`src/rtl/seq_pkg.sv`:
```
// Shared types and defaults for the stack program sequencer.
// Next-PC select encoding, default sizes and the reset vector.
package seq_pkg;

    typedef enum logic [1:0] {
        NPC_SEQ,
        NPC_JMP,
        NPC_RET,
        NPC_LOOP
    } npc_sel_e;

    localparam int DEF_PC_W        = 8;
    localparam int DEF_STACK_DEPTH = 4;
    localparam int DEF_CNT_W       = 4;
    localparam int RESET_VEC       = 0;

endpackage

```
`src/rtl/seq_return_stack.sv`:
```
// Hardware return stack: depth-parametrised register file plus occupancy count.
// Pop wins over push; a push into a full stack is dropped.
module seq_return_stack
    import seq_pkg::*;
#(
    parameter int W     = DEF_PC_W,
    parameter int DEPTH = DEF_STACK_DEPTH,
    parameter int SP_W  = $clog2(DEPTH + 1)
) (
    input  logic            clk,
    input  logic            rst_n,
    input  logic            push,
    input  logic            pop,
    input  logic [W-1:0]    din,
    output logic [W-1:0]    top,
    output logic [SP_W-1:0] sp,
    output logic            full,
    output logic            empty
);

    localparam int IDX_W = (DEPTH > 1) ? $clog2(DEPTH) : 1;

    logic [W-1:0]    mem [DEPTH];
    logic [SP_W-1:0] cnt;
    logic [SP_W-1:0] top_idx;

    assign full    = (cnt == SP_W'(DEPTH));
    assign empty   = (cnt == '0);
    assign sp      = cnt;
    assign top_idx = cnt - 1'b1;
    assign top     = mem[top_idx[IDX_W-1:0]];

    // Occupancy count; the entry storage itself is never cleared.
    always_ff @(posedge clk) begin
        if (!rst_n) begin
            cnt <= '0;
        end else if (pop && !empty) begin
            cnt <= cnt - 1'b1;
        end else if (push && !pop && !full) begin
            cnt <= cnt + 1'b1;
        end
    end

    // Write the pushed return address into the next free slot.
    always_ff @(posedge clk) begin
        if (push && !pop && !full) begin
            mem[cnt[IDX_W-1:0]] <= din;
        end
    end

endmodule

```
`src/rtl/stack_program_sequencer.sv`:
```
// Program sequencer: priority decode, next-PC mux, PC register, return stack.
// Optional single-level hardware loop enabled by defining LOOP_CTR_EN.
module stack_program_sequencer
    import seq_pkg::*;
#(
    parameter int PC_W        = DEF_PC_W,
    parameter int STACK_DEPTH = DEF_STACK_DEPTH,
    parameter int CNT_W       = DEF_CNT_W
) (
    input  logic                               clk,
    input  logic                               sync_reset,
    input  logic                               stall,
    input  logic                               jmp,
    input  logic                               jmp_nz,
    input  logic                               dont_jmp,
    input  logic                               call,
    input  logic                               ret,
    input  logic [PC_W-1:0]                    jmp_addr,
    input  logic                               loop_start,
    input  logic                               loop_end,
    input  logic [CNT_W-1:0]                   loop_count,
    output logic [PC_W-1:0]                    pm_addr,
    output logic [$clog2(STACK_DEPTH+1)-1:0]   sp,
    output logic                               stack_ovf,
    output logic                               stack_unf,
    output logic                               loop_active
);

    localparam int SP_W = $clog2(STACK_DEPTH + 1);

    npc_sel_e        sel;
    logic [PC_W-1:0] pc_inc;
    logic [PC_W-1:0] npc;
    logic [PC_W-1:0] stk_top;
    logic [PC_W-1:0] loop_target;
    logic            stk_full;
    logic            stk_empty;
    logic            push;
    logic            pop;
    logic            set_ovf;
    logic            set_unf;
    logic            loop_load;
    logic            loop_dec;
    logic            loop_clr;

    assign pc_inc = pm_addr + 1'b1;

    seq_return_stack #(
        .W     (PC_W),
        .DEPTH (STACK_DEPTH),
        .SP_W  (SP_W)
    ) u_stack (
        .clk   (clk),
        .rst_n (sync_reset),
        .push  (push),
        .pop   (pop),
        .din   (pc_inc),
        .top   (stk_top),
        .sp    (sp),
        .full  (stk_full),
        .empty (stk_empty)
    );

`ifdef LOOP_CTR_EN
    logic [CNT_W-1:0] loop_cnt;
    logic [PC_W-1:0]  body_addr;

    assign loop_active = (loop_cnt != '0);
    assign loop_target = body_addr;

    // Loop counter and body start address; frozen while stalled.
    always_ff @(posedge clk) begin
        if (!sync_reset) begin
            loop_cnt  <= '0;
            body_addr <= PC_W'(RESET_VEC);
        end else if (!stall) begin
            if (loop_load) begin
                loop_cnt  <= loop_count;
                body_addr <= pc_inc;
            end else if (loop_dec) begin
                loop_cnt <= loop_cnt - 1'b1;
            end else if (loop_clr) begin
                loop_cnt <= '0;
            end
        end
    end
`else
    logic unused_loop;

    assign unused_loop = ^{loop_start, loop_end, loop_count};
    assign loop_active = 1'b0;
    assign loop_target = pc_inc;
`endif

    // Priority decode: ret > call > jmp > jmp_nz > loop ops > sequential.
    always_comb begin
        sel       = NPC_SEQ;
        push      = 1'b0;
        pop       = 1'b0;
        set_ovf   = 1'b0;
        set_unf   = 1'b0;
        loop_load = 1'b0;
        loop_dec  = 1'b0;
        loop_clr  = 1'b0;
        if (stall) begin
            sel = NPC_SEQ;
        end else if (ret) begin
            if (!stk_empty) begin
                sel = NPC_RET;
                pop = 1'b1;
            end else begin
                set_unf = 1'b1;
            end
        end else if (call) begin
            sel = NPC_JMP;
            if (stk_full) begin
                set_ovf = 1'b1;
            end else begin
                push = 1'b1;
            end
        end else if (jmp) begin
            sel = NPC_JMP;
        end else if (jmp_nz) begin
            if (!dont_jmp) begin
                sel = NPC_JMP;
            end
`ifdef LOOP_CTR_EN
        end else if (loop_start) begin
            loop_load = 1'b1;
        end else if (loop_end) begin
            if (loop_cnt > CNT_W'(1)) begin
                sel      = NPC_LOOP;
                loop_dec = 1'b1;
            end else begin
                loop_clr = 1'b1;
            end
`endif
        end
    end

    // Next-PC mux.
    always_comb begin
        npc = pc_inc;
        case (sel)
            NPC_SEQ:  npc = pc_inc;
            NPC_JMP:  npc = jmp_addr;
            NPC_RET:  npc = stk_top;
            NPC_LOOP: npc = loop_target;
            default:  npc = pc_inc;
        endcase
    end

    // PC register and sticky stack-error flags.
    always_ff @(posedge clk) begin
        if (!sync_reset) begin
            pm_addr   <= PC_W'(RESET_VEC);
            stack_ovf <= 1'b0;
            stack_unf <= 1'b0;
        end else if (!stall) begin
            pm_addr <= npc;
            if (set_ovf) begin
                stack_ovf <= 1'b1;
            end
            if (set_unf) begin
                stack_unf <= 1'b1;
            end
        end
    end

endmodule

```
`config.mk`:
```
export PLATFORM = sky130hd
export DESIGN_NAME = stack_program_sequencer
export DESIGN_NICKNAME = d
export VERILOG_FILES = /design/src/rtl/seq_pkg.sv /design/src/rtl/seq_return_stack.sv /design/src/rtl/stack_program_sequencer.sv
export SDC_FILE = /design/constraint.sdc
export NUM_CORES = 1
export LEC_CHECK = 0
export CAP_MARGIN = 20
export CORE_MARGIN = 2
export CORE_UTILIZATION = 34
export CTS_CLUSTER_DIAMETER = 30
export CTS_CLUSTER_SIZE = 24
export DETAILED_ROUTE_END_ITERATION = 6
export GPL_ROUTABILITY_DRIVEN = 0
export GPL_TIMING_DRIVEN = 0
export PLACE_DENSITY = 0.6
export SKIP_LAST_GASP = 1
export SYNTH_ARGS = -nofsm -noshare
export SYNTH_HDL_FRONTEND = slang
export SYNTH_SLANG_ARGS = --single-unit
```
`constraint.sdc`:
```
create_clock -name clk -period 3.55 [get_ports clk]
set_input_delay 0.8875 -clock clk [delete_from_list [all_inputs] [get_ports clk]]
set_output_delay 0.8875 -clock clk [all_outputs]
set_load 0.05 [all_outputs]
```
==> out/qor.csv <==
metric;value;unit
status;finished, final reports clean;
insertion_delay;0.30;ns
grt_pass1_vias;1325;
vias;1340;
clock-sinks;45;
syn_area;2012;µm²
grt_pass1_wl;6927;µm
clkTransAtPathRegs;0.08;ns
dr.pass1.iters;4;
crit_chain;clkdlybuf4s50_1 > or3b_2 > a21oi_1 > and2_1;
drive_above_1_share;11.70;%
post_cts_resized;0;
slew_headroom;36.93;%
setup_tns;0;ns
syn_nets;179;
min_period;2.898;ns
critPathLaunchType;input pin;
hold_buffers;0;
max_freq;345.1;MHz
ys.flop_type;edfxtp_1;
synthToLayoutAreaGrowth;24.19;%
dieArea;6549;µm²
clk_path_buf_depth;2;
coreArea;5816;µm²
start_util;34.60;%
syn-instance-count;151;
dpl_worst_slack;0.3056;ns
fin_skew;0.005821;ns
nFillCells;577;
drv_slew;0;
wirelength;4395;µm
end_kind;flop;
setup_ws;0.6525;ns
antenna_found_initial;0;
final_cell_mix;edfxtp_1, clkdlybuf4s50_1, nand2_1, dfxtp_1;
cts-buffers-inserted;5;
final_core_util;42.96;%
cp_slowest_cell;or3b_2;
finalHoldViolCount;0;
drtIter0Drc;112;
seqCellArea;1221;µm²
cap_violations;0;
multi_input_area;737.0;µm²
top_level_ports;36;
cellLeakagePower;0.0008521;µW
grt.overflow.total;0;
dp_hpwl;2983;µm
grt_max_degree;15;
worst_slew_pin_slew;0.9426;ns
cts-root-buf;clkbuf_8;
min_period_over_period;81.62;%
syn_avg_cell_area;13.32;µm²
postCtsSetupRepairBufs;0;
path_class;in -> reg;
ys_ff_latch;45;
tritoncts;built;
hold_class;reg -> reg;
crit_path_max_fanout;8;
synth_cell_types;35;
synth_edf_count;32;
powerDensity;492.7;nW/µm²
final_common_cell;edfxtp_1;
die_x;80.93;µm
rsz0062_at_grt;false;
arrival;2.85;ns
worst_path_largest_cell_delay;0.54;ns
grt_usage;14.77;%
antenna_cells;0;
wl_per_cell;16.71;µm
via_per_inst;5.095;
fin_nets;215;
ant_nets;0;
cts_max_level;2;
finalSetupViolCount;0;
numPortBuffers;28;
fp-row-count;28;
seq_area_frac_synth;60.70;%
ir_worst_vdd;0.2023;mV
die_h;80.93;µm
cp_data_required_time;3.50;ns
synth_warnings;0;
async_reset_ff_share;0;%
drc_errors;0;
## per-stage QoR
step | cells | total power [µW] | hold slack, ns | cell area (µm²)
after floorplan | 151 | 778.2 | 0.6967 | 2012
after global placement | 254 | 857.6 | 0.4516 | 2386
after detailed placement | 254 | 859.0 | 0.4536 | 2386
after CTS | 262 | 1237 | 0.4729 | 2494
after global routing | 263 | 1276 | 0.5145 | 2499
final | 263 | 1231 | 0.4678 | 2499
## critical path: cells and delay by family
family	cells	cell delay, ns
AO/OA/AOI/OAI	1	0.37
buffers and inverters	1	0.52
AND/OR/NAND/NOR	2	1.06
## logic make-up (layout without fill, tap and decap cells)
group | after synthesis | in the layout | synth area share [%]
xor+xnor | 8 | 8 | 3.482
fa+ha+maj | 6 | 6 | 3.731
simple gates | 40 | 40 | 10.07
other cells | 1 | 1 | 0.1864
mux | 8 | 8 | 8.955
compound gates | 32 | 32 | 10.20
buf+inv | 11 | 48 | 2.674
flops | 45 | 45 | 60.70
## area by class of cell
type | instances | share of cell area [%]
Multi-Input combinational cell | 95 | 29.49
Clock inverter | 2 | 1.402
Inverter | 5 | 0.7511
Clock buffer | 6 | 2.904
Sequential cell | 45 | 48.87
Timing Repair Buffer | 29 | 11.42
Buffer | 6 | 1.402
Tap cell | 75 | 3.756
## flip-flops by register name (all words and copies together), names as in the netlist
name / flops
pm_addr: 8
stack_ovf: 1
stack_unf: 1
u_stack.mem: 32
u_stack.sp: 3
## cell usage after synthesis (2+ instances only)
master	n	area (µm²)
mux4_2	8	180.2
nand2_1	13	48.80
a21oi_1	10	50.05
inv_1	4	15.01
nor2_1	10	37.54
xor2_1	4	35.03
nand2b_1	2	12.51
xnor2_1	4	35.03
clkbuf_1	3	11.26
and3_1	2	12.51
and2_1	3	18.77
dfxtp_1	13	260.3
o21a_1	2	15.01
nand3_1	3	15.01
o21ai_0	7	35.03
nor3_1	2	10.01
ha_1	6	75.07
a22oi_1	2	15.01
edfxtp_1	32	960.9
a221oi_1	6	52.55
## layer usage
layer / up-vias / wire length (µm) / GRT usage [%]
met1: 670 / 2184 / 20.69
met3: 5 / 167 / 3.667
li1: 638 / - / -
met5: - / 0 / 0
met4: 0 / 45 / 5.593
met2: 27 / 1998 / 22.15
## path summary, 6_finish.rpt
kind,slack [ns],end,cells after the start,from
max,0.65,u_stack.mem[1][1],4,stall
min,0.47,stack_ovf,1,stack_ovf
max reg2reg,0.90,pm_addr[6],7,u_stack.sp[0]
min reg2reg,0.47,stack_ovf,1,stack_ovf
## power by group
| group | internal [µW] | leakage (µW) | switching (µW) |
|---|---|---|---|
| combinational | 99.4 | 0.000397 | 143 |
| clock | 209 | 0.0000552 | 174 |
| sequential | 588 | 0.000400 | 17.9 |
(Power assumes the default switching activity.)
